<file path="src/rtl/if_stage_if.sv">
// Bus bundle for the fetch stage: instruction-memory request/response and the
// IF/ID handoff. Every channel is valid/ready: a transfer happens in a cycle where
// both are high. Valid never depends on ready. The payload stays stable while valid && !ready.
interface if_stage_if;
    logic        imem_req_valid;
    logic        imem_req_ready;
    logic [31:0] imem_req_addr;
    logic        imem_rsp_valid;
    logic [31:0] imem_rsp_data;
    logic        imem_rsp_ready;
    logic        id_valid;
    logic        id_ready;
    logic [31:0] id_pc;
    logic [31:0] id_inst;
    logic        id_fault;

    modport master (
        output imem_req_valid, imem_req_addr, imem_rsp_ready,
        output id_valid, id_pc, id_inst, id_fault,
        input  imem_req_ready, imem_rsp_valid, imem_rsp_data, id_ready
    );

    modport slave (
        input  imem_req_valid, imem_req_addr, imem_rsp_ready,
        input  id_valid, id_pc, id_inst, id_fault,
        output imem_req_ready, imem_rsp_valid, imem_rsp_data, id_ready
    );
endinterface

</file>
<file path="src/rtl/if_stage.sv">
// Instruction-fetch stage: one outstanding imem request, a single-entry output
// buffer toward decode, and redirect handling that cancels in-flight fetches.
module if_stage #(
    parameter logic [31:0] NOP = 32'h0000_0013
) (
    input  logic        clk,
    input  logic        rst,
    input  logic [31:0] pc,
    input  logic        flush,
    output logic [31:0] pc_plus4,
    output logic        stall_pc,
    output logic [1:0]  dbg_state,
    if_stage_if.master  bus
);
    typedef enum logic [1:0] {S_REQ = 2'd0, S_WAIT = 2'd1, S_OUT = 2'd2, S_DROP = 2'd3} state_e;

    state_e      state_q, state_d;
    logic [31:0] req_pc_q, req_pc_d;
    logic [31:0] id_pc_q, id_pc_d;
    logic [31:0] id_inst_q, id_inst_d;
    logic        id_fault_q, id_fault_d;
    logic        misaligned;

    assign misaligned = |pc[1:0];

    always_ff @(posedge clk) begin
        if (rst) begin
            state_q    <= S_REQ;
            req_pc_q   <= 32'd0;
            id_pc_q    <= 32'd0;
            id_inst_q  <= NOP;
            id_fault_q <= 1'b0;
        end else begin
            state_q    <= state_d;
            req_pc_q   <= req_pc_d;
            id_pc_q    <= id_pc_d;
            id_inst_q  <= id_inst_d;
            id_fault_q <= id_fault_d;
        end
    end

    always_comb begin
        state_d            = state_q;
        req_pc_d           = req_pc_q;
        id_pc_d            = id_pc_q;
        id_inst_d          = id_inst_q;
        id_fault_d         = id_fault_q;
        bus.imem_req_valid = 1'b0;
        bus.id_valid       = 1'b0;
        // The PC only moves on a handoff to decode or on a redirect.
        stall_pc           = !flush && !(state_q == S_OUT && bus.id_ready);

        unique case (state_q)
            S_REQ: begin
                if (!flush) begin
                    if (misaligned) begin
                        id_pc_d    = pc;
                        id_inst_d  = NOP;
                        id_fault_d = 1'b1;
                        state_d    = S_OUT;
                    end else begin
                        bus.imem_req_valid = 1'b1;
                        if (bus.imem_req_ready) begin
                            req_pc_d = pc;
                            state_d  = S_WAIT;
                        end
                    end
                end
            end
            S_WAIT: begin
                if (flush) begin
                    state_d = bus.imem_rsp_valid ? S_REQ : S_DROP;
                end else if (bus.imem_rsp_valid) begin
                    id_pc_d    = req_pc_q;
                    id_inst_d  = bus.imem_rsp_data;
                    id_fault_d = 1'b0;
                    state_d    = S_OUT;
                end
            end
            S_OUT: begin
                bus.id_valid = !flush;
                if (flush || bus.id_ready) begin
                    state_d = S_REQ;
                end
            end
            S_DROP: begin
                // A cancelled request must still drain before a new one is issued.
                if (bus.imem_rsp_valid) begin
                    state_d = S_REQ;
                end
            end
            default: state_d = S_REQ;
        endcase
    end

    assign pc_plus4           = pc + 32'd4;
    assign bus.imem_req_addr  = pc;
    assign bus.imem_rsp_ready = 1'b1;
    assign bus.id_pc          = id_pc_q;
    assign bus.id_inst        = id_inst_q;
    assign bus.id_fault       = id_fault_q;
    assign dbg_state          = state_q;
endmodule

</file>
<file path="src/flat_wrapper.sv">
// flat-port wrapper written by rule: the top's interface ports become plain ports
module if_stage_flat 
#(
    parameter logic [31:0] NOP = 32'h0000_0013
)
  (clk, rst, pc, flush, pc_plus4, stall_pc, dbg_state, bus_imem_req_valid, bus_imem_req_addr, bus_imem_rsp_ready, bus_id_valid, bus_id_pc, bus_id_inst, bus_id_fault, bus_imem_req_ready, bus_imem_rsp_valid, bus_imem_rsp_data, bus_id_ready);
  if_stage_if bus_i ();
  input  logic clk;
  input  logic rst;
  input  logic [31:0] pc;
  input  logic flush;
  output logic [31:0] pc_plus4;
  output logic stall_pc;
  output logic [1:0] dbg_state;
  output wire logic [$bits(bus_i.imem_req_valid)-1:0] bus_imem_req_valid;
  output wire logic [$bits(bus_i.imem_req_addr)-1:0] bus_imem_req_addr;
  output wire logic [$bits(bus_i.imem_rsp_ready)-1:0] bus_imem_rsp_ready;
  output wire logic [$bits(bus_i.id_valid)-1:0] bus_id_valid;
  output wire logic [$bits(bus_i.id_pc)-1:0] bus_id_pc;
  output wire logic [$bits(bus_i.id_inst)-1:0] bus_id_inst;
  output wire logic [$bits(bus_i.id_fault)-1:0] bus_id_fault;
  input wire logic [$bits(bus_i.imem_req_ready)-1:0] bus_imem_req_ready;
  input wire logic [$bits(bus_i.imem_rsp_valid)-1:0] bus_imem_rsp_valid;
  input wire logic [$bits(bus_i.imem_rsp_data)-1:0] bus_imem_rsp_data;
  input wire logic [$bits(bus_i.id_ready)-1:0] bus_id_ready;
  assign bus_imem_req_valid = bus_i.imem_req_valid;
  assign bus_imem_req_addr = bus_i.imem_req_addr;
  assign bus_imem_rsp_ready = bus_i.imem_rsp_ready;
  assign bus_id_valid = bus_i.id_valid;
  assign bus_id_pc = bus_i.id_pc;
  assign bus_id_inst = bus_i.id_inst;
  assign bus_id_fault = bus_i.id_fault;
  assign bus_i.imem_req_ready = bus_imem_req_ready;
  assign bus_i.imem_rsp_valid = bus_imem_rsp_valid;
  assign bus_i.imem_rsp_data = bus_imem_rsp_data;
  assign bus_i.id_ready = bus_id_ready;
  if_stage #(.NOP(NOP)) u_core (.clk(clk), .rst(rst), .pc(pc), .flush(flush), .pc_plus4(pc_plus4), .stall_pc(stall_pc), .dbg_state(dbg_state), .bus(bus_i));
endmodule
</file>
<file path="config.mk">
export PLATFORM = sky130hd
export DESIGN_NAME = if_stage_flat
export DESIGN_NICKNAME = d
export VERILOG_FILES = /design/src/rtl/if_stage_if.sv /design/src/rtl/if_stage.sv /design/src/flat_wrapper.sv
export SDC_FILE = /design/constraint.sdc
export NUM_CORES = 1
export LEC_CHECK = 0
export CORE_UTILIZATION = 38
export DETAILED_ROUTE_END_ITERATION = 16
export GPL_ROUTABILITY_DRIVEN = 0
export PLACE_DENSITY = 0.83
export SLEW_MARGIN = 20
export SYNTH_ARGS = -nofsm -noshare
export SYNTH_HDL_FRONTEND = slang
export SYNTH_SLANG_ARGS = --single-unit
</file>
<file path="constraint.sdc">
create_clock -name clk -period 1.5 [get_ports clk]
set_input_delay 0.3 -clock clk [delete_from_list [all_inputs] [get_ports clk]]
set_output_delay 0.3 -clock clk [all_outputs]
set_load 0.05 [all_outputs]
</file>
==> qor.csv <==
stage;metric;value;unit
logic_synthesis;yosys warns;0;
critical_path;family with the most delay on the worst path;simple AND/OR/NAND/NOR gates;
critical_path;CP arrival;1.88;ns
critical_path;Crit-path slowest cell;nor4_4;
clock_network;register clock-pin slew on the reported worst setup and hold paths;0.07;ns
timing;max-slew violations;0;
placement;PortBufs;203;
floorplan;CORE AREA;12100;um^2
cells_and_area;nets;938;
cells_and_area;most frequent cells in the layout;buf_12, nand2_1, dfxtp_1;
critical_path;Worst Path Required;1.20;ns
global_route;largest net degree at the start of global routing;73;
timing;Final Setup Violations;125;
clock_network;H-Tree Depth;3;
clock_network;TritonCTS buffer count;9;
timing;Slew @ Worst Pin;0.504;ns
global_route;met1 Track Usage GR;0.325;
floorplan;height of the die;114;um
global_route;initial antenna violation count;1;
cells_and_area;fin area;11400;um^2
floorplan;floorplan die area;12900;um^2
logic_synthesis;Top FF cell, synth;dfxtp_1;
routing;TritonRoute pass-1 iters;6;
cells_and_area;final instance count without filler cells;1043;
global_route;GR Util All Layers;0.305;
min_path;Hold Path Class;input pin to flip-flop;
cells_and_area;area grow syn2layout;142;%
clock_network;Worst-Skew Late Latency;0.36;ns
job;max-cap viol count;0;
logic_synthesis;FFs w/ async S/R, synth;0;
logic_synthesis;Mapped Area;4720;um^2
logic_synthesis;area leader, netlist;dfxtp_1;
run_status;failing checks;negative setup slack;
floorplan;Die Wd;114;um
critical_path;max incr delay on CP;0.41;ns
routing;routed wire length per instance;33.2;um
critical_path;critical-path maximum fanout;6;
critical_path;Setup Crit Path Kind;input pin to output port;
logic_synthesis;syn avg cell area;7.89;um^2
clock_network;TritonCTS clock tree;done;
timing;Fin Setup TNS;-27.37;ns
logic_synthesis;Synth area leaders;dfxtp_1, nand2_1, a21oi_1;
clock_network;hold buffer count at CTS;0;
cells_and_area;filler cell count;286;
floorplan;Initial Util;0.392;
placement;HPWL after DPL;12.8;mm
logic_synthesis;sequential area share after synthesis;0.419;
timing;achievable frequency;459;MHz
power_and_ir_drop;Leakage;4.71;nW
cells_and_area;commonest non-fill, non-tap cell in the layout;buf_12;
timing;RSZ-0062 raised after global routing;yes;
routing;Initial DRC Count;993;
logic_synthesis;EDFF count, synth;0;
logic_synthesis;FF+latch count, synth;99;
power_and_ir_drop;cell area power density;750;nW/um^2
routing;Vias per Instance;6.52;
timing;part of the cycle the worst path needs;1.45;
global_route;met2 Use GR;0.561;
cells_and_area;fraction of layout cells with a size suffix above 1;0.595;
logic_synthesis;Yosys cell types;43;
clock_network;clock sink total;99;
run_status;status;finished, violations left;
routing;DRT antenna net count;0;
critical_path;Worst path most repeated cell;buf_12;
global_route;first-pass GRT wire length;30.3;mm
critical_path;CP Buf/Inv Count;3;
placement;placed cells;961;
timing;setup ws final;-0.676;ns
floorplan;# rows;40;
global_route;met3 Track Usage GR;0.0484;
clock_network;deepest clock path buffer count;2;
floorplan;I/O pin count;205;
routing;via count;6803;
routing;residual DRC count;0;
logic_synthesis;post-synth top area share;0.419;
timing;clock skew;0.00816;ns
timing;crit path time final;2.18;ns
placement;placed instance area;9060;um^2
timing;normalized max-slew margin;0.664;
power_and_ir_drop;VDD IR max;0.000643;V
routing;total wire length;34.6;mm
global_route;vias in the first global route;5693;
clock_network;clk root buf;clkbuf_16;
logic_synthesis;syn nets;670;
critical_path;Critical Path, Cell by Cell;buf_6, nand4_4, nor4_4, buf_12, nand4_1, xnor2_4, buf_12;
timing;final hold vios;0;
global_route;busiest grt layer;met2;
critical_path;critical path endpoint category;output port;
global_route;grt ovf;0;
critical_path;CP Launch Type;input pin;
logic_synthesis;Post-Syn Instances;599;
final cells by class:
type,count,area [um^2],area share
tap,168,210,0.0184
inverter,3,15.0,0.00131
clock inverter,6,65.1,0.00569
sequential,99,1990,0.174
multi-input combinational,418,3780,0.331
timing repair buffer,336,5120,0.448
antenna,3,7.51,0.000657
clock buffer,10,239,0.0209
sequential cells by signal, summed over array words and instances, names as in the netlist:
signal,count
u_core.bus.id_fault,1
u_core.req_pc_q,32
u_core.bus.id_pc,32
u_core.dbg_state,2
u_core.bus.id_inst,32
routing by layer:
layer	share of wire	wire length [um]	vias to the layer above
met4	0.11	3770	0
met1	0.32	11000	3221
met5	0	0	-
met2	0.45	15600	720
met3	0.12	4220	311
li1	-	-	2551
report_power, final:
part / internal (mW) / leakage [nW] / total (mW) / switching, mW
clock: 1.34 / 0.148 / 2.49 / 1.15
combinational: 1.46 / 3.75 / 3.20 / 1.74
sequential: 2.73 / 0.808 / 2.88 / 0.149
total: 5.53 / 4.71 / 8.56 / 3.04
kinds of logic after synthesis:
family	after synthesis	share of synthesized area
simple gates	284	0.276
compound gates	103	0.143
flops	99	0.419
buf+inv	83	0.106
xor+xnor	28	0.0519
fa+ha+maj	1	0.00265
other cells	1	0.000794
worst register-to-register path: stages, from the launching register on:
cell and delay (ns):
dfxtp_4 0.45, clkinvlp_4 0.22, nor2_4 0.22, buf_12 0.18
buf_12 0.14, nand2_1 0.10, a311oi_2 0.41
stage by stage:
step                 util  power [mW]  setup WS, ns  hold WS [ns]
global placement    0.751        5.31        -0.918         0.442
CTS                 0.827        7.85        -0.634         0.371
global route        0.947        8.66        -0.694         0.405
finish              0.947        8.56        -0.676         0.395
detailed placement  0.751        5.37         -1.02         0.448
floorplan               -        4.05        -0.439         0.436
cells in the mapped netlist (all sizes together) (2+ instances only):
cell	instances
dfxtp	99
inv	3
nor3	4
nand2b	2
nand4	9
a31oi	2
buf	58
nor4	4
clkbuf	22
nand3	42
o21bai	3
and4	3
a311oi	32
nand2	164
and3	4
xnor2	23
nor3b	3
xor2	5
o21ai	2
a21oi	61
nor2	43
worst paths after layout:
check,cells past startpoint,startpoint,slack [ns],end
worst min register to register,1,u_core.req_pc_q[1]$_SDFFE_PP0P_,0.50,u_core.req_pc_q[1]$_SDFFE_PP0P_
worst max-delay path,7,pc[10],-0.68,pc_plus4[19]
worst max register to register,6,u_core.dbg_state[0]$_SDFFE_PP0P_,-0.36,u_core.bus.id_pc[21]$_SDFFE_PP0P_
worst min-delay path,4,pc[19],0.40,u_core.req_pc_q[19]$_SDFFE_PP0P_
what timing repair did:
item,4_1_cts,5_1_grt
hold endpoints to repair,0,0
pin swaps,45,146
setup buffers,20,23
resized for setup,147,238
gates cloned,6,21
endpoints found under the setup margin,90,105
Note: power is estimated with default switching activity, not from simulation.
